$ cat src/rtl/uart_tx_sched.sv
// uart_tx_sched
//   Sits between the CPU store path and the UART transmitter. It buffers byte
//   stores in a small FIFO and launches them toward the transmitter one at a
//   time. Each launch is a single-cycle uart_wr pulse, and consecutive launches
//   are spaced by one frame time.
//
//   Ports
//     CLK       system clock, rising edge
//     RST       asynchronous reset, active-high
//     wr_en     store strobe for the UART data address
//     wr_data   byte to transmit
//     ovf_clr   clears the sticky overflow flag
//     uart_wr   one-cycle launch pulse to the transmitter
//     uart_dat  launched byte; holds its last value between pulses
//     full      level == DEPTH
//     empty     level == 0
//     level     bytes queued and not yet launched
//     busy      a frame is still timing out, or bytes are queued
//     overflow  sticky; a store was dropped because the FIFO was full
//
//   state  | meaning
//   -------+-----------------------------------------------------------
//   S_IDLE | no frame timing out; launch as soon as a byte is queued
//   S_WAIT | frame time running; next launch allowed when timer hits 0
module uart_tx_sched #(
    parameter int DEPTH         = 16,
    parameter int ADDR_W        = 4,
    parameter int CLKS_PER_BYTE = 8680
) (
    input  logic              CLK,
    input  logic              RST,
    input  logic              wr_en,
    input  logic [7:0]        wr_data,
    input  logic              ovf_clr,
    output logic              uart_wr,
    output logic [7:0]        uart_dat,
    output logic              full,
    output logic              empty,
    output logic [ADDR_W:0]   level,
    output logic              busy,
    output logic              overflow
);

    localparam int                TMR_W    = $clog2(CLKS_PER_BYTE);
    localparam logic [TMR_W-1:0]  TMR_LOAD = TMR_W'(CLKS_PER_BYTE - 1);
    localparam logic [ADDR_W:0]   LVL_FULL = (ADDR_W + 1)'(DEPTH);

    typedef enum logic {
        S_IDLE = 1'b0,
        S_WAIT = 1'b1
    } state_t;

    state_t              state_q;
    state_t              state_d;
    logic [TMR_W-1:0]    timer_q;
    logic [ADDR_W-1:0]   wptr_q;
    logic [ADDR_W-1:0]   rptr_q;
    logic [ADDR_W:0]     level_q;
    logic [7:0]          mem [DEPTH];

    logic launch;
    logic push;
    logic drop;
    logic timer_zero;
    logic queued;

    // full is taken from the pre-edge level, so a store arriving while full
    // is dropped even if a launch frees a slot on the same edge.
    assign full       = (level_q == LVL_FULL);
    assign empty      = (level_q == '0);
    assign level      = level_q;
    assign queued     = (level_q != '0);
    assign busy       = (state_q != S_IDLE) || queued;
    assign push       = wr_en && !full;
    assign drop       = wr_en && full;
    assign timer_zero = (timer_q == '0);

    always_comb begin
        state_d = state_q;
        launch  = 1'b0;
        case (state_q)
            S_IDLE: begin
                if (queued) begin
                    launch  = 1'b1;
                    state_d = S_WAIT;
                end
            end
            S_WAIT: begin
                if (timer_zero) begin
                    if (queued) begin
                        launch = 1'b1;
                    end else begin
                        state_d = S_IDLE;
                    end
                end
            end
            default: state_d = S_IDLE;
        endcase
    end

    always_ff @(posedge CLK or posedge RST) begin
        if (RST) begin
            state_q <= S_IDLE;
        end else begin
            state_q <= state_d;
        end
    end

    always_ff @(posedge CLK or posedge RST) begin
        if (RST) begin
            timer_q  <= '0;
            wptr_q   <= '0;
            rptr_q   <= '0;
            level_q  <= '0;
            uart_wr  <= 1'b0;
            uart_dat <= 8'h00;
            overflow <= 1'b0;
        end else begin
            uart_wr <= launch;

            if (launch) begin
                timer_q  <= TMR_LOAD;
                uart_dat <= mem[rptr_q];
                rptr_q   <= rptr_q + ADDR_W'(1);
            end else if ((state_q == S_WAIT) && !timer_zero) begin
                timer_q <= timer_q - TMR_W'(1);
            end

            if (push) begin
                wptr_q <= wptr_q + ADDR_W'(1);
            end

            case ({push, launch})
                2'b10:   level_q <= level_q + (ADDR_W + 1)'(1);
                2'b01:   level_q <= level_q - (ADDR_W + 1)'(1);
                default: level_q <= level_q;
            endcase

            // A new drop wins over a clear on the same edge.
            if (drop) begin
                overflow <= 1'b1;
            end else if (ovf_clr) begin
                overflow <= 1'b0;
            end
        end
    end

    // Storage needs no reset: an entry is only read after it has been written.
    always_ff @(posedge CLK) begin
        if (push) begin
            mem[wptr_q] <= wr_data;
        end
    end

endmodule

$ cat config.mk
export PLATFORM = sky130hd
export DESIGN_NAME = uart_tx_sched
export DESIGN_NICKNAME = d
export VERILOG_FILES = /design/src/rtl/uart_tx_sched.sv
export SDC_FILE = /design/constraint.sdc
export NUM_CORES = 1
export LEC_CHECK = 0
export CORE_ASPECT_RATIO = 0.7
export CORE_MARGIN = 8
export CORE_UTILIZATION = 45
export CTS_CLUSTER_SIZE = 20
export DETAILED_ROUTE_END_ITERATION = 10
export GPL_TIMING_DRIVEN = 0
export PLACE_DENSITY = 0.76
export SYNTH_ARGS = -nofsm -noshare
export SYNTH_HDL_FRONTEND = slang
export SYNTH_SLANG_ARGS = --single-unit
$ cat constraint.sdc
create_clock -name CLK -period 2.9 [get_ports CLK]
set_clock_uncertainty 0.2 [all_clocks]
set_input_delay 0.58 -clock CLK [delete_from_list [all_inputs] [get_ports CLK]]
set_output_delay 0.58 -clock CLK [all_outputs]
set_load 0.005 [all_outputs]
==> run summary <==
transition time at the pin with the least slew margin -> 888 ps
dpl cell area -> 0.00762 mm2
Max clock buf depth -> 2
cell types with the largest area share after synthesis -> edfxtp_1 54%, dfrtp_1 13%, mux4_2 8.3%
number of synthesized register bits -> 166
Detailed Place HPWL -> 9510 um
top cell types by occurrence after synthesis -> 128 x edfxtp_1, 38 x dfrtp_1, 26 x mux4_2
global-route total usage across every layer -> 14.8%
Area growth, synth to finish -> 20.3%
final critical-path share of the clock period -> 100%
Final Slew Violations -> 0
proportion of netlist area held by the largest area contributor -> 54.5%
Final setup violation count -> 1
Reg-to-Reg End -> level[2]$_DFFE_PP0P_
number of global-route vias before repair -> 4,127
Lkg Pwr -> 3.05 nW
slowest stage cell, crit path -> dfrtp_1
Setup WS post-layout -> -3.15 ps
data arrival time of the critical path -> 3050 ps
starting density of the core -> 45.8%
number of nets with antenna violations after routing -> 0
classification of the worst-slack hold path -> reg2reg
count of port buffers added during placement -> 29
reg-to-reg critical path startpoint -> timer_q[0]$_DFFE_PP0P_
cell type contributing the most total cell area after synthesis -> edfxtp_1
Netlist Area Pre-Place -> 0.00706 mm2
antenna violations before repair -> 0
First DRT Iteration DRCs -> 358
total power per unit cell area -> 815 mW/mm2
hold buffer count at cts -> 0
number of hold violations in the final report -> 0
Critical Path Sink Type -> flop
clock insertion delay at the later pin of the skew report -> 430 ps
total routed wirelength -> 14,800 um
height of the chip -> 121 um
violated checks -> negative setup slack
clock transition at the register clock pins on the worst setup and hold paths after CTS -> 60 ps
H-tree depth -> 4
Async S/R FF share, synth -> 22.9%
status -> finished, violations left
hold endpoint -> uart_dat[5]$_DFFE_PP0P_
core outline area -> 0.0154 mm2
routed length per placed instance -> 21.0 um
EDFF count, synth -> 128
ratio of cells with drive above 1 in the final layout -> 26.5%
Final min period -> 2900 ps
delay of the slowest cell on the worst path -> 410 ps
routability congestion estimate from global placement -> 0.826
total vias in the final route -> 4,080
layout net count -> 513
global route total overflow -> 0
Rel. slew slack -> 40.7%
final core occ -> 55.1%
Cell variety after synth -> 59
sequential fraction of the synthesis area -> 68.0%
number of core rows -> 38
Total Power Consumption -> 6.92 mW
detailed-router iteration count before antenna repair -> 6
number of buffers inserted during clock tree synthesis -> 17
remaining routing DRC violations -> 0
average cell area after synthesis -> 17.0 um2
number of nets produced by synthesis -> 437
number of clock sinks seen by CTS -> 166
TritonCTS clock tree -> built
Highest Clock Rate -> 0.344 GHz
Total Die Area -> 0.0200 mm2
average via count per standard cell -> 5.79
hold path startpoint -> uart_dat[5]$_DFFE_PP0P_
cell depth of the worst min-delay path -> 1
number of fillers in the final layout -> 1,169
setup repair after global routing missed its margin -> true
Mapped Cells -> 416
most common cell in the netlist -> edfxtp_1
final antenna diode count -> 0
max-cap viol count -> 0
pin count of the biggest net entering global routing -> 39
critical path type -> reg2reg
num ports -> 30
Max FO, Critical Path -> 7
global-route wire length before repair -> 22,700 um
startpoint types -> flop
count of yosys warnings during synthesis -> 0
R2R cell count -> 15
register-to-register setup slack -> -3 ps
clk root buf -> clkbuf_16
worst voltage drop across the vdd grid -> 499 uV
Layout Cell Area excl Fill -> 0.00849 mm2
data required time at the worst endpoint -> 3050 ps
crit path cell chain -> inv_2, ha_2, nor4b_4, a41oi_4, nor2_4, buf_12, ha_4, buf_8, xor2_2, ha_2, inv_2, a21oi_2, a31oi_1, o211ai_2, xor2_1
Most used DFF post-synth -> edfxtp_1
horizontal extent of the die -> 166 um
## kinds of logic after synthesis
group | after synthesis | synth area share [%]
flip-flops | 166 | 68.0
XOR/XNOR | 12 | 1.49
buffers and inverters | 34 | 2.52
multiplexers | 44 | 12.8
AND/OR/NAND/NOR | 94 | 8.26
AO/OA/AOI/OAI | 57 | 5.37
adder cells (fa/ha/maj) | 9 | 1.60
## power by group
part / switching (mW) / internal (mW)
Sequential: 0.250 / 2.91
Combinational: 0.814 / 0.839
Clock: 0.886 / 1.22
## cells in the final DEF (no fill, tap or decap), types with 4 or more instances in the layout
cell type / n
xnor2_1: 7
xor2_1: 4
a31oi_1: 5
clkinv_2: 4
a22oi_1: 16
edfxtp_1: 128
buf_4: 27
nand2_1: 24
clkbuf_1: 10
clkbuf_16: 17
inv_1: 7
o31ai_1: 5
and4_1: 5
and3_1: 8
nor2_1: 14
dfrtp_1: 37
a21oi_1: 12
nor3_1: 5
inv_2: 5
mux2_4: 7
ha_1: 6
buf_6: 4
mux4_2: 26
mux2_2: 4
buf_2: 6
clkdlybuf4s50_1: 27
o21ai_0: 9
nor2b_1: 4
mux4_1: 6
## how the worst max path moves through the flow
stage / from / to / slack [ps] / cells after the start
floorplan: timer_q[0]$_DFFE_PP0P_ / level[4]$_DFFE_PP0P_ / 4 / 15
global placement: wr_en / level[2]$_DFFE_PP0P_ / -1080 / 13
detailed placement: wr_en / level[4]$_DFFE_PP0P_ / -1160 / 13
CTS: timer_q[0]$_DFFE_PP0P_ / level[2]$_DFFE_PP0P_ / 2 / 15
global route: timer_q[0]$_DFFE_PP0P_ / level[2]$_DFFE_PP0P_ / -140 / 15
finish: timer_q[0]$_DFFE_PP0P_ / level[2]$_DFFE_PP0P_ / -3 / 15
## layout make-up
type	instances	area, um2	area share (%)
timing repair buffer	57	494	5.82
multi-input combinational	216	2180	25.6
inverter	12	45.0	0.531
clock inverter	9	81.3	0.958
tap	200	250	2.95
sequential	166	4800	56.5
buffer	22	178	2.09
clock buffer	23	468	5.51
## state kept, by name, summed over array words and instances (netlist names)
| name | cells |
|---|---|
| mem | 128 |
| timer_q | 14 |
| uart_dat | 8 |
| level | 5 |
| rptr_q | 4 |
| wptr_q | 4 |
| overflow | 1 |
| state_q | 1 |
| uart_wr | 1 |
## what timing repair did
item                                    4_1_cts  5_1_grt
buffers inserted                             10       15
resized for setup                            25        8
pin swaps                                     5        7
endpoints found under the setup margin       80        5
hold endpoints to repair                      0        0
## critical path, delay by kind of cell, from the launching register on
family,cells,cell delay [ps]
flip-flops,1,410
AND/OR/NAND/NOR,2,470
XOR/XNOR,2,300
buffers and inverters,4,380
AO/OA/AOI/OAI,4,550
adder cells (fa/ha/maj),3,490
## per-stage QoR
stage	cells	worst slack [ps]	setup TNS (ps)	hold slack, ps
floorplan	416	4.40	0	283
global placement	645	-1080	-65670	292
detailed placement	647	-1160	-64860	304
CTS	689	2.22	0	322
global route	705	-137	-320	336
finish	705	-3.15	-3.15	317
## routing by layer
metal | vias to the layer above | part of all wire [%] | track usage (%)
li1 | 1794 | - | -
met1 | 2128 | 44 | 19.3
met2 | 135 | 48 | 23.0
met3 | 23 | 6.5 | 4.31
met4 | 0 | 2.0 | 6.40
met5 | - | 0 | 0
(Power assumes the default switching activity.)
